`src/rtl/adder_pkg.sv`:
```
// Shared types for the 8-bit adder stage and its downstream consumers.
// Holds the adder result struct and a saturating counter helper.
package adder_pkg;

    localparam int unsigned ADDER_DATA_W = 8;

    typedef struct packed {
        logic                    carry;
        logic [ADDER_DATA_W-1:0] sum;
    } adder_result_t;

    function automatic logic [7:0] sat_inc8(input logic [7:0] v);
        return (v == 8'hFF) ? v : v + 8'd1;
    endfunction

endpackage

```
`src/rtl/adder_result_fifo_if.sv`:
```
// Valid/ready handshake bundle between the adder stage, the result FIFO and the next stage.
// master drives results in and accepts them out; slave is the FIFO side.
interface adder_result_fifo_if #(
    parameter int unsigned DATA_W = 8
);

    logic              in_valid;
    logic [DATA_W-1:0] in_sum;
    logic              in_carry;
    logic              in_ready;
    logic              out_valid;
    logic [DATA_W-1:0] out_sum;
    logic              out_carry;
    logic              out_ready;

    modport master (
        output in_valid,
        output in_sum,
        output in_carry,
        input  in_ready,
        input  out_valid,
        input  out_sum,
        input  out_carry,
        output out_ready
    );

    modport slave (
        input  in_valid,
        input  in_sum,
        input  in_carry,
        output in_ready,
        output out_valid,
        output out_sum,
        output out_carry,
        input  out_ready
    );

endinterface

```
`src/rtl/adder_fifo_mem.sv`:
```
// DEPTH-entry storage for adder results: synchronous write, asynchronous read.
// The array is intentionally not reset; the FIFO top masks its outputs instead.
module adder_fifo_mem
    import adder_pkg::*;
#(
    parameter int unsigned DEPTH = 4,
    parameter int unsigned PTR_W = $clog2(DEPTH)
) (
    input  logic          clk_i,
    input  logic          we_i,
    input  logic [PTR_W-1:0] waddr_i,
    input  adder_result_t wdata_i,
    input  logic [PTR_W-1:0] raddr_i,
    output adder_result_t rdata_o
);

    adder_result_t mem_q [DEPTH];
    adder_result_t mem_d [DEPTH];

    always_comb begin
        mem_d = mem_q;
        if (we_i) begin
            mem_d[waddr_i] = wdata_i;
        end
    end

    always_ff @(posedge clk_i) begin
        mem_q <= mem_d;
    end

    assign rdata_o = mem_q[raddr_i];

endmodule

```
`src/rtl/adder_result_fifo.sv`:
```
// Buffers {carry, sum} adder results in a small FIFO with valid/ready on both sides.
// Define ADDER_FIFO_STATS_EN to add saturating carry_cnt / drop_cnt statistics ports.
module adder_result_fifo
    import adder_pkg::*;
#(
    parameter int unsigned DATA_W = ADDER_DATA_W,
    parameter int unsigned DEPTH  = 4,
    parameter int unsigned CNT_W  = $clog2(DEPTH + 1)
) (
    input  logic               clk,
    input  logic               rst_n,
    input  logic               ena,
    adder_result_fifo_if.slave bus,
    output logic [CNT_W-1:0]   count,
    output logic               carry_sticky
`ifdef ADDER_FIFO_STATS_EN
    ,
    output logic [7:0]         carry_cnt,
    output logic [7:0]         drop_cnt
`endif
);

    localparam int unsigned PTR_W = $clog2(DEPTH);

    logic [PTR_W-1:0] wr_ptr_q, wr_ptr_d;
    logic [PTR_W-1:0] rd_ptr_q, rd_ptr_d;
    logic [CNT_W-1:0] count_q, count_d;
    logic             sticky_q, sticky_d;
    // Stays low from reset until the first push so stale storage never reaches the outputs.
    logic             primed_q, primed_d;

    logic          full, empty, push, pop;
    adder_result_t wr_data, rd_data;

    assign full  = (count_q == CNT_W'(DEPTH));
    assign empty = (count_q == '0);

    assign bus.in_ready  = ena & ~full;
    assign bus.out_valid = ena & ~empty;

    assign push = bus.in_valid & bus.in_ready;
    assign pop  = bus.out_ready & bus.out_valid;

    assign wr_data.carry = bus.in_carry;
    assign wr_data.sum   = ADDER_DATA_W'(bus.in_sum);

    adder_fifo_mem #(
        .DEPTH (DEPTH),
        .PTR_W (PTR_W)
    ) u_mem (
        .clk_i   (clk),
        .we_i    (push),
        .waddr_i (wr_ptr_q),
        .wdata_i (wr_data),
        .raddr_i (rd_ptr_q),
        .rdata_o (rd_data)
    );

    always_comb begin
        wr_ptr_d = wr_ptr_q;
        rd_ptr_d = rd_ptr_q;
        count_d  = count_q;
        sticky_d = sticky_q | (push & bus.in_carry);
        primed_d = primed_q | push;
        if (push) begin
            wr_ptr_d = wr_ptr_q + PTR_W'(1);
        end
        if (pop) begin
            rd_ptr_d = rd_ptr_q + PTR_W'(1);
        end
        case ({push, pop})
            2'b10:   count_d = count_q + CNT_W'(1);
            2'b01:   count_d = count_q - CNT_W'(1);
            default: count_d = count_q;
        endcase
    end

`ifdef ADDER_FIFO_STATS_EN
    logic [7:0] carry_cnt_q, carry_cnt_d;
    logic [7:0] drop_cnt_q, drop_cnt_d;

    always_comb begin
        carry_cnt_d = carry_cnt_q;
        drop_cnt_d  = drop_cnt_q;
        if (push & bus.in_carry) begin
            carry_cnt_d = sat_inc8(carry_cnt_q);
        end
        if (ena & bus.in_valid & ~bus.in_ready) begin
            drop_cnt_d = sat_inc8(drop_cnt_q);
        end
    end

    always_ff @(posedge clk) begin
        if (!rst_n) begin
            carry_cnt_q <= '0;
            drop_cnt_q  <= '0;
        end else begin
            carry_cnt_q <= carry_cnt_d;
            drop_cnt_q  <= drop_cnt_d;
        end
    end

    assign carry_cnt = carry_cnt_q;
    assign drop_cnt  = drop_cnt_q;
`endif

    always_ff @(posedge clk) begin
        if (!rst_n) begin
            wr_ptr_q <= '0;
            rd_ptr_q <= '0;
            count_q  <= '0;
            sticky_q <= 1'b0;
            primed_q <= 1'b0;
        end else begin
            wr_ptr_q <= wr_ptr_d;
            rd_ptr_q <= rd_ptr_d;
            count_q  <= count_d;
            sticky_q <= sticky_d;
            primed_q <= primed_d;
        end
    end

    assign bus.out_sum   = primed_q ? DATA_W'(rd_data.sum) : '0;
    assign bus.out_carry = primed_q & rd_data.carry;
    assign count         = count_q;
    assign carry_sticky  = sticky_q;

endmodule

```
`src/flat_wrapper.sv`:
```
// flat-port wrapper written by rule: the top's interface ports become plain ports
module adder_result_fifo_flat import adder_pkg::*;
#(
    parameter int unsigned DATA_W = ADDER_DATA_W,
    parameter int unsigned DEPTH  = 4,
    parameter int unsigned CNT_W  = $clog2(DEPTH + 1)
)
  (clk, rst_n, ena, count, carry_sticky, bus_in_valid, bus_in_sum, bus_in_carry, bus_in_ready, bus_out_valid, bus_out_sum, bus_out_carry, bus_out_ready);
  adder_result_fifo_if #(.DATA_W(DATA_W)) bus_i ();
  input  logic clk;
  input  logic rst_n;
  input  logic ena;
  output logic [CNT_W-1:0] count;
  output logic carry_sticky;
  input wire logic [$bits(bus_i.in_valid)-1:0] bus_in_valid;
  input wire logic [$bits(bus_i.in_sum)-1:0] bus_in_sum;
  input wire logic [$bits(bus_i.in_carry)-1:0] bus_in_carry;
  output wire logic [$bits(bus_i.in_ready)-1:0] bus_in_ready;
  output wire logic [$bits(bus_i.out_valid)-1:0] bus_out_valid;
  output wire logic [$bits(bus_i.out_sum)-1:0] bus_out_sum;
  output wire logic [$bits(bus_i.out_carry)-1:0] bus_out_carry;
  input wire logic [$bits(bus_i.out_ready)-1:0] bus_out_ready;
  assign bus_i.in_valid = bus_in_valid;
  assign bus_i.in_sum = bus_in_sum;
  assign bus_i.in_carry = bus_in_carry;
  assign bus_in_ready = bus_i.in_ready;
  assign bus_out_valid = bus_i.out_valid;
  assign bus_out_sum = bus_i.out_sum;
  assign bus_out_carry = bus_i.out_carry;
  assign bus_i.out_ready = bus_out_ready;
  adder_result_fifo #(.DATA_W(DATA_W), .DEPTH(DEPTH), .CNT_W(CNT_W)) u_core (.clk(clk), .rst_n(rst_n), .ena(ena), .bus(bus_i), .count(count), .carry_sticky(carry_sticky));
endmodule
```
`config.mk`:
```
export PLATFORM = sky130hd
export DESIGN_NAME = adder_result_fifo_flat
export DESIGN_NICKNAME = d
export VERILOG_FILES = /design/src/rtl/adder_pkg.sv /design/src/rtl/adder_result_fifo_if.sv /design/src/rtl/adder_fifo_mem.sv /design/src/rtl/adder_result_fifo.sv /design/src/flat_wrapper.sv
export SDC_FILE = /design/constraint.sdc
export NUM_CORES = 1
export LEC_CHECK = 0
export CAP_MARGIN = 20
export CORE_MARGIN = 5
export CORE_UTILIZATION = 56
export CTS_CLUSTER_SIZE = 10
export DETAILED_ROUTE_END_ITERATION = 12
export GPL_TIMING_DRIVEN = 0
export MAX_ROUTING_LAYER = met4
export PLACE_DENSITY = 0.83
export SETUP_SLACK_MARGIN = 0.2
export SKIP_LAST_GASP = 1
export SLEW_MARGIN = 20
export SYNTH_ARGS = -nofsm -noshare
export SYNTH_HDL_FRONTEND = slang
export SYNTH_HIERARCHICAL = 1
export SYNTH_SLANG_ARGS = --single-unit
```
`constraint.sdc`:
```
create_clock -name clk -period 5.2 [get_ports clk]
set_input_delay 0.52 -clock clk [delete_from_list [all_inputs] [get_ports clk]]
set_output_delay 0.52 -clock clk [all_outputs]
set_load 0.02 [all_outputs]
```
# Word level (Yosys, flattened, before mapping)
# Index checks and enable logic that the tools add are counted.
[classes]
add_sub_neg = 4
n_lt_le_gt_ge = 3
n_eq_ne = 3
n_mux = 8
n_bitwise = 12
n_reduce_logical = 3
[op_table]
columns = ["operator", "count"]
rows = [
  ["bitwise mux 36 bit", 1],
  ["2-to-1 mux 9 bit", 3],
  ["binary-select mux 9 bit (select 2 bit)", 1],
  ["demux 9 bit (select 2 bit)", 1],
  ["2-to-1 mux 8 bit", 1],
  ["AND 1 bit", 6],
  ["greater-or-equal comparator 3 bit (second input constant)", 2],
  ["NOT 2 -> 3 bit", 2],
  ["one-hot mux 3 bit (2 select lines)", 1],
  ["adder 2 x 1 -> 2 bit (second input constant)", 2],
  ["adder 3 x 1 -> 3 bit (second input constant)", 1],
  ["equality test 3 bit (second input constant)", 1],
  ["zero test 3 bit", 1],
  ["less-than comparator 3 x 1 -> 1 bit (second input constant)", 1],
  ["subtractor 3 x 1 -> 3 bit (second input constant)", 1],
  ["equality test 2 x 1 -> 1 bit (second input constant)", 1],
  ["equality test 2 bit (second input constant)", 1],
  ["NOT 1 bit", 2],
  ["OR 1 bit", 2],
  ["nonzero test 2 bit", 1],
  ["logical AND 1 bit", 1],
]
[totals]
register_bits = 45
input_bits = 14
output_inout_bits = 15
elab_cells = 46

# Depth between registers and ports, before layout
# Gate-level depths: netlist (run 1).
[logic_depth]
depth_word = 6
ltp_mapped = 8
depth_no_buf = 8

# Cells and area by module
# Netlist (run 1), hierarchy kept.
[by_module_without_submodules]
columns = ["mod", "instances", "cells_each", "area_each_um2", "seq_area_each_um2"]
rows = [
  ["adder_fifo_mem", 1, 51, 1331.3, 1081.0],
  ["adder_result_fifo", 1, 57, 511.7, 180.2],
]

# Worst setup path before layout (run 1)
# Ideal clock, no wire load.
[synth_path]
path_type = "register to register"
start = "reg u_core.count_q[2] (netlist: u_core/count[2])"
end = "reg u_core.count_q[2] (netlist: u_core/count[2])"
setup_ns = 0.076
arrival_time_ns = 2.066
required_ns = 5.124
setup_slack_ns = 3.058
path_stages_with_launch = 9
path_buffers = 0
period_less_slack_ns = 2.142
path_cell_list = "dfxtp_1 nor3b_2 or2_4 ha_1 inv_1 fa_1 xor2_1 or3_1 a21boi_0"
[synth_between]
elab_chain_cells = 6
elab_cells_between_ends = 14
cone_classes = "add/sub (2); eq/ne (3); mux (1); bitwise (6); reduce/logical (2)"
[synth_lines]
columns = ["item", "line_no", "text"]
rows = [
  ["from (decl)", "adder_result_fifo.sv:27", "logic [CNT_W-1:0] count_q, count_d;"],
  ["from (signal assigned)", "adder_result_fifo.sv:117", "count_q <= count_d;"],
  ["equality test 3 bit / zero test 3 bit (equally long branches)", "adder_result_fifo.sv:35, adder_result_fifo.sv:36", ""],
  ["NOT 1 bit, on equally long branches", "adder_result_fifo.sv:38, adder_result_fifo.sv:39", ""],
  ["AND 1 bit, on equally long branches", "adder_result_fifo.sv:38, adder_result_fifo.sv:39", ""],
  ["AND 1 bit, on equally long branches", "adder_result_fifo.sv:41, adder_result_fifo.sv:42", ""],
  ["equality test 2 x 1 -> 1 bit / equality test 2 bit (equally long branches)", "adder_result_fifo.sv:71", "case ({push, pop})"],
  ["one-hot mux 3 bit (2 select lines) / nonzero test 2 bit (equally long branches)", "--", ""],
]
# Several ways; a longest one is shown, not always the timed one.
# A chain may end at the register's enable or synchronous reset.

==> out/metrics.yaml, run 1 <==
status: "finished clean"
fin_util: 0.7302
synthMuxAreaShare: 0.1208
worst_clock_skew_ps: 9.942
io_pins: 29
grtUsageTotal: 0.1709
nNetsFinal: 160
seq_area_frac_synth: 0.6843
synth_xor_area_frac: 0.01426
die_h_um: 67.37
antenna_found_initial: 0
period_share: 0.5145
synth_top_cell_area_share: 0.5866
cp_data_required_time_ps: 4680
yosys.area.top_type: "edfxtp_1"
hpwl_um: 2234
start_util: 0.5940
synth.most_common_cell: "edfxtp_1"
design_power_total_mw: 0.6972
period_needed_ps: 2676
slew_headroom: 0.6440
synth_fa_ha_area_frac: 0.01765
fp.dieW_um: 67.37
grt_setup_unrepaired: "no"
final_antenna_net_count: 0
num_vias: 1018
dr.pass1.iters: 4
synth-main-ff-cell: "edfxtp_1"
arrival_ps: 2160
grt_max_degree: 14
path_clk_slew_ps: 120
num_rows: 20
setup_tns_ps: 0
clock-root-buffer: "clkbuf_4"
synth_top_family_by_area: "multiplexers"
synth_area_um2: 1843
core_um2: 3103
place.gp.congestion: 0.7652
cts.sinks: 45
synth-seq-cells: 45
worstPathMaxFanout: 9
yosys-top-cells-count: "edfxtp_1 (36), and2_1 (12), dfxtp_1 (9), mux4_2 (9), nand2_1 (7)"
diodes: 0
insertion_delay_ps: 340
ctsHoldBuffers: 0
synth_compound_area_frac: 0.04005
power_density_nw_per_um2: 307.7
cts_resized: 0
synth-async-reset-ratio: 0
drc_errors: 0
yosysUniqueCellTypes: 30
startpoint_type: "register"
peakVddDrop_uv: 182.5
grt_pass1_vias: 1066
critPathKind: "reg -> out"
wirelength_um: 3238
yosys_warnings: 6
htree_num_levels: 2
dieArea_um2: 4539
route.detailed.wl_per_inst_um: 17.13
cts_tree: "done"
max_freq_mhz: 373.8
cts_made_buffers: 5
hp-class: "reg -> reg"
grt.overflow.total: 0
reg2reg_depth: 8
crit_path_end_kind: "output pin"
cts_setup_buffers: 0
synth_area_leaders: "edfxtp_1 (59%), mux4_2 (11%), dfxtp_1 (9.8%), and2_1 (4.1%), nand2_1 (1.4%)"
tightestPinTransition_ps: 534.1
drv_cap: 0
routed_via_density: 5.386
port_buffers: 28
setup_viol: 0
grt_pass1_wl_um: 5306
leakage_nw: 0.7639
drive_above_1_share: 0.1655
cts_max_path_buffers: 2
synth_edf_count: 36
yosys.area_share.simple: 0.1039
finalHoldViolCount: 0
syn_inst: 108
syn_avg_cell_area_um2: 17.06
syn_to_final_growth_pct: 22.95
holdPathStages: 2
syn_nets: 124
drtIter0Drc: 42
drv_slew: 0
## metrics by stage
stage	std cells	instance area, µm²	hold WS, ps	worst slack [ps]
3_5_place_dp	181	2191	467.2	2476
6_report	189	2266	490.2	2524
5_1_grt	189	2266	522.9	2410
4_1_cts	189	2266	492.9	2489
3_3_place_gp	180	2178	440.5	2059
2_1_floorplan	108	1843	445.1	3058
## cells in the final DEF (no fill, tap or decap), types with 3 or more instances in the layout
cell / count
and2_1: 12
clkdlybuf4s50_1: 28
dfxtp_1: 9
mux4_2: 9
clkbuf_4: 5
o21ai_0: 4
edfxtp_1: 36
nand2_1: 7
inv_1: 3
## state kept, by name, indices dropped and copies added, names as in the netlist
signal and cells:
u_core/count 3, u_core/u_mem/mem_q 36, u_core/wr_ptr_q 2, u_core/primed_q 1, u_core/carry_sticky 1, u_core/rd_ptr_q 2
## layout make-up
class,instances,area (µm²)
Clock inverter,2,33.78
Sequential cell,45,1261
Timing Repair Buffer,29,287.8
Buffer,3,20.02
Inverter,4,15.01
Clock buffer,6,41.29
Tap cell,44,55.05
Multi-Input combinational cell,56,551.8
Fill cell,223,837.1
## worst max-delay path: stages, from the launching register on
cell             delay [ps]
dfxtp_1                 410
buf_6                   200
mux4_2                  500
and2_1                  170
clkdlybuf4s50_1         540
## cell families after synthesis
kind of cell    after synthesis
fa+ha+maj                     2
xor+xnor                      3
compound gates                9
buf+inv                       7
simple gates                 31
flops                        45
mux                          11
## power breakdown
group | internal (mW) | total (mW) | switching (mW)
sequential | 0.399 | 0.410 | 0.0101
combinational | 0.0479 | 0.0868 | 0.0389
clock | 0.100 | 0.201 | 0.101
## routing by layer
layer,vias to the layer above,track usage,wire (µm)
met5,-,-,0
met2,24,0.2577,1647
met4,0,0.07595,47
met3,4,0.03993,110
li1,479,-,-
met1,511,0.2225,1432
## final timing paths
kind	slack [ps]	end	start
worst max-delay path	2520	bus_out_sum[7]	u_core/rd_ptr_q[0]
worst min-delay path	490	u_core/carry_sticky	u_core/carry_sticky
worst max register to register	2860	u_core/count[2]	u_core/count[2]
worst min register to register	490	u_core/carry_sticky	u_core/carry_sticky
No activity file was read; power rests on OpenSTA's default activity.
==> inputs of run 2 (changes only) <==
- CORE_UTILIZATION: 56 -> 47
- PLACE_DENSITY: 0.83 -> 0.74
- clock period: 5.2 -> 2.4 ns (I/O delays scaled with it)
==> run 2 against run 1 <==
- design area up 1.2%
- final cell count up 2.1%
- largest power group unchanged
- count of clock-buffer cells in the layout down 1
- critical path type unchanged
- non-clock buffer count unchanged
- register-to-register slack worse by 2500 ps
==> out/metrics.yaml, run 2 (synthesized netlist as in run 1, its figures left out) <==
num_rows: 22  # +10%
worstPathMaxFanout: 9  # unchanged
setup_viol: 0  # unchanged
rrSetupSlack_ps: 350  # -2510 ps
route.detailed.wl_per_inst_um: 16.65  # -2.8%
start_util: 0.4923  # -0.1016
wirelength_um: 3213  # -0.77%
cts_max_path_buffers: 2  # unchanged
period_needed_ps: 2108
nNetsFinal: 160  # unchanged
grt_pass1_wl_um: 5050  # -4.8%
max_freq_mhz: 474.4
syn_to_final_growth_pct: 24.37
startpoint_type: "register"
clock-root-buffer: "clkbuf_8"
regMostFlops: "u_core/u_mem/mem_q"
insertion_delay_ps: 290  # -50 ps
core_um2: 3744  # +21%
fp.dieW_um: 72.62  # +7.8%
critPathKind: "reg -> out"
fin_area_um2: 2292  # +1.2%
cp_data_required_time_ps: 2160  # -2520 ps
leakage_nw: 0.8052  # +5.4%
antenna_found_initial: 0  # unchanged
place.gp.congestion: 0.7377  # -3.6%
finalHoldViolCount: 0  # unchanged
tightestPinTransition_ps: 545.9  # +11.85 ps
final_cell_mix: "edfxtp_1 (36), clkdlybuf4s50_1 (19), and2_1 (12)"
grt.overflow.total: 0  # unchanged
place_ws_ps: -5.856  # -2482 ps
grt_setup_unrepaired: "no"
seqCellArea_um2: 1267  # +0.50%
drive_above_1_share: 0.2138  # +0.04828
hp-class: "reg -> reg"
fin_util: 0.6123  # -0.1179
design_power_total_mw: 1.518  # +120%
setup_tns_ps: 0  # unchanged
status: "finished clean"
hpwl_um: 2249  # +0.67%
post_layout_nonfiller_instances: 193  # +2.1%
final_antenna_net_count: 0  # unchanged
placed_cell_area_um2: 2196  # +0.23%
power_density_nw_per_um2: 662.1  # +120%
routed_via_density: 5.316  # -1.3%
grt_pass1_vias: 1054  # -1.1%
drtIter0Drc: 35  # -17%
final.setup.worst_slack_ps: 292.0  # -2232 ps
peakVddDrop_uv: 391.9  # +110%
slew_headroom: 0.6360  # -0.007903
io_pins: 29  # unchanged
cts_made_buffers: 5  # unchanged
layout_commonest_cell: "edfxtp_1"
port_buffers: 28  # unchanged
grtUsageTotal: 0.1375  # -0.03343
crit_path_end_kind: "output pin"
dp_cells: 185  # +2.2%
path_clk_slew_ps: 80  # -40 ps
n_fill_cell: 292  # +31%
diodes: 0  # unchanged
num_vias: 1026  # +0.79%
largest_reg_flops: 36  # unchanged
drv_slew: 0  # unchanged
multi_input_area_um2: 563.0  # +2.0%
drc_errors: 0  # unchanged
cts_setup_buffers: 0  # unchanged
worst_clock_skew_ps: 4.129  # -5.814 ps
die_h_um: 72.62  # +7.8%
dieArea_um2: 5274  # +16%
dr.pass1.iters: 4  # unchanged
period_share: 0.8783
arrival_ps: 1870  # -290 ps
cts_tree: "done"
hold_slack_ps: 477.7  # -12.41 ps
htree_num_levels: 2  # unchanged
drv_cap: 0  # unchanged
cts.sinks: 45  # unchanged
grt_max_degree: 15  # +1
run 2: cell types whose count changed in the layout (fill, tap and decap cells not counted), sizes merged:
cell,before,now
dlygate4sd2,0,9
clkbuf,8,7
clkdlybuf4s50,28,19
clkinv,1,2
clkinvlp,0,1
bufinv,1,0
run 2: power by group:
part / switching [mW] / internal, mW
sequential: 0.0247 / 0.866
clock: 0.243 / 0.201
combinational: 0.0830 / 0.101
run 2: final timing paths:
path | start | cells past startpoint | to
worst max register to register | u_core/count[2] | 8 | u_core/count[2]
worst min-delay path | u_core/carry_sticky | 2 | u_core/carry_sticky
worst min register to register | u_core/carry_sticky | 2 | u_core/carry_sticky
worst max-delay path | u_core/rd_ptr_q[0] | 4 | bus_out_carry
run 2: what timing repair did:
action,CTS,global route
gates resized for setup,12,6
hold buffers,0,0
setup endpoints to repair,10,2
pin swaps,0,2
run 2: worst max-delay path: stages (launching register included):
cell and delay, ps:
dfxtp_1 410, buf_8 180, mux4_2 500, and2_1 170
dlygate4sd2_1 310
run 2: metal layers:
layer / wire (µm) / part of all wire / vias up / GRT usage
li1: - / - / 478 / -
met1: 1244 / 0.39 / 521 / 0.1522
met2: 1753 / 0.55 / 22 / 0.2295
met3: 162 / 0.050 / 5 / 0.04408
met4: 53 / 0.016 / 0 / 0.05533
met5: 0 / 0 / - / -
run 2: area by class of cell:
type                            count  area share
Timing Repair Buffer               29      0.1206
Buffer                              3     0.01037
Sequential cell                    45      0.5529
Clock buffer                        5     0.03002
Inverter                            4    0.006550
Multi-Input combinational cell     56      0.2456
Tap cell                           48     0.02620
Clock inverter                      3    0.007642
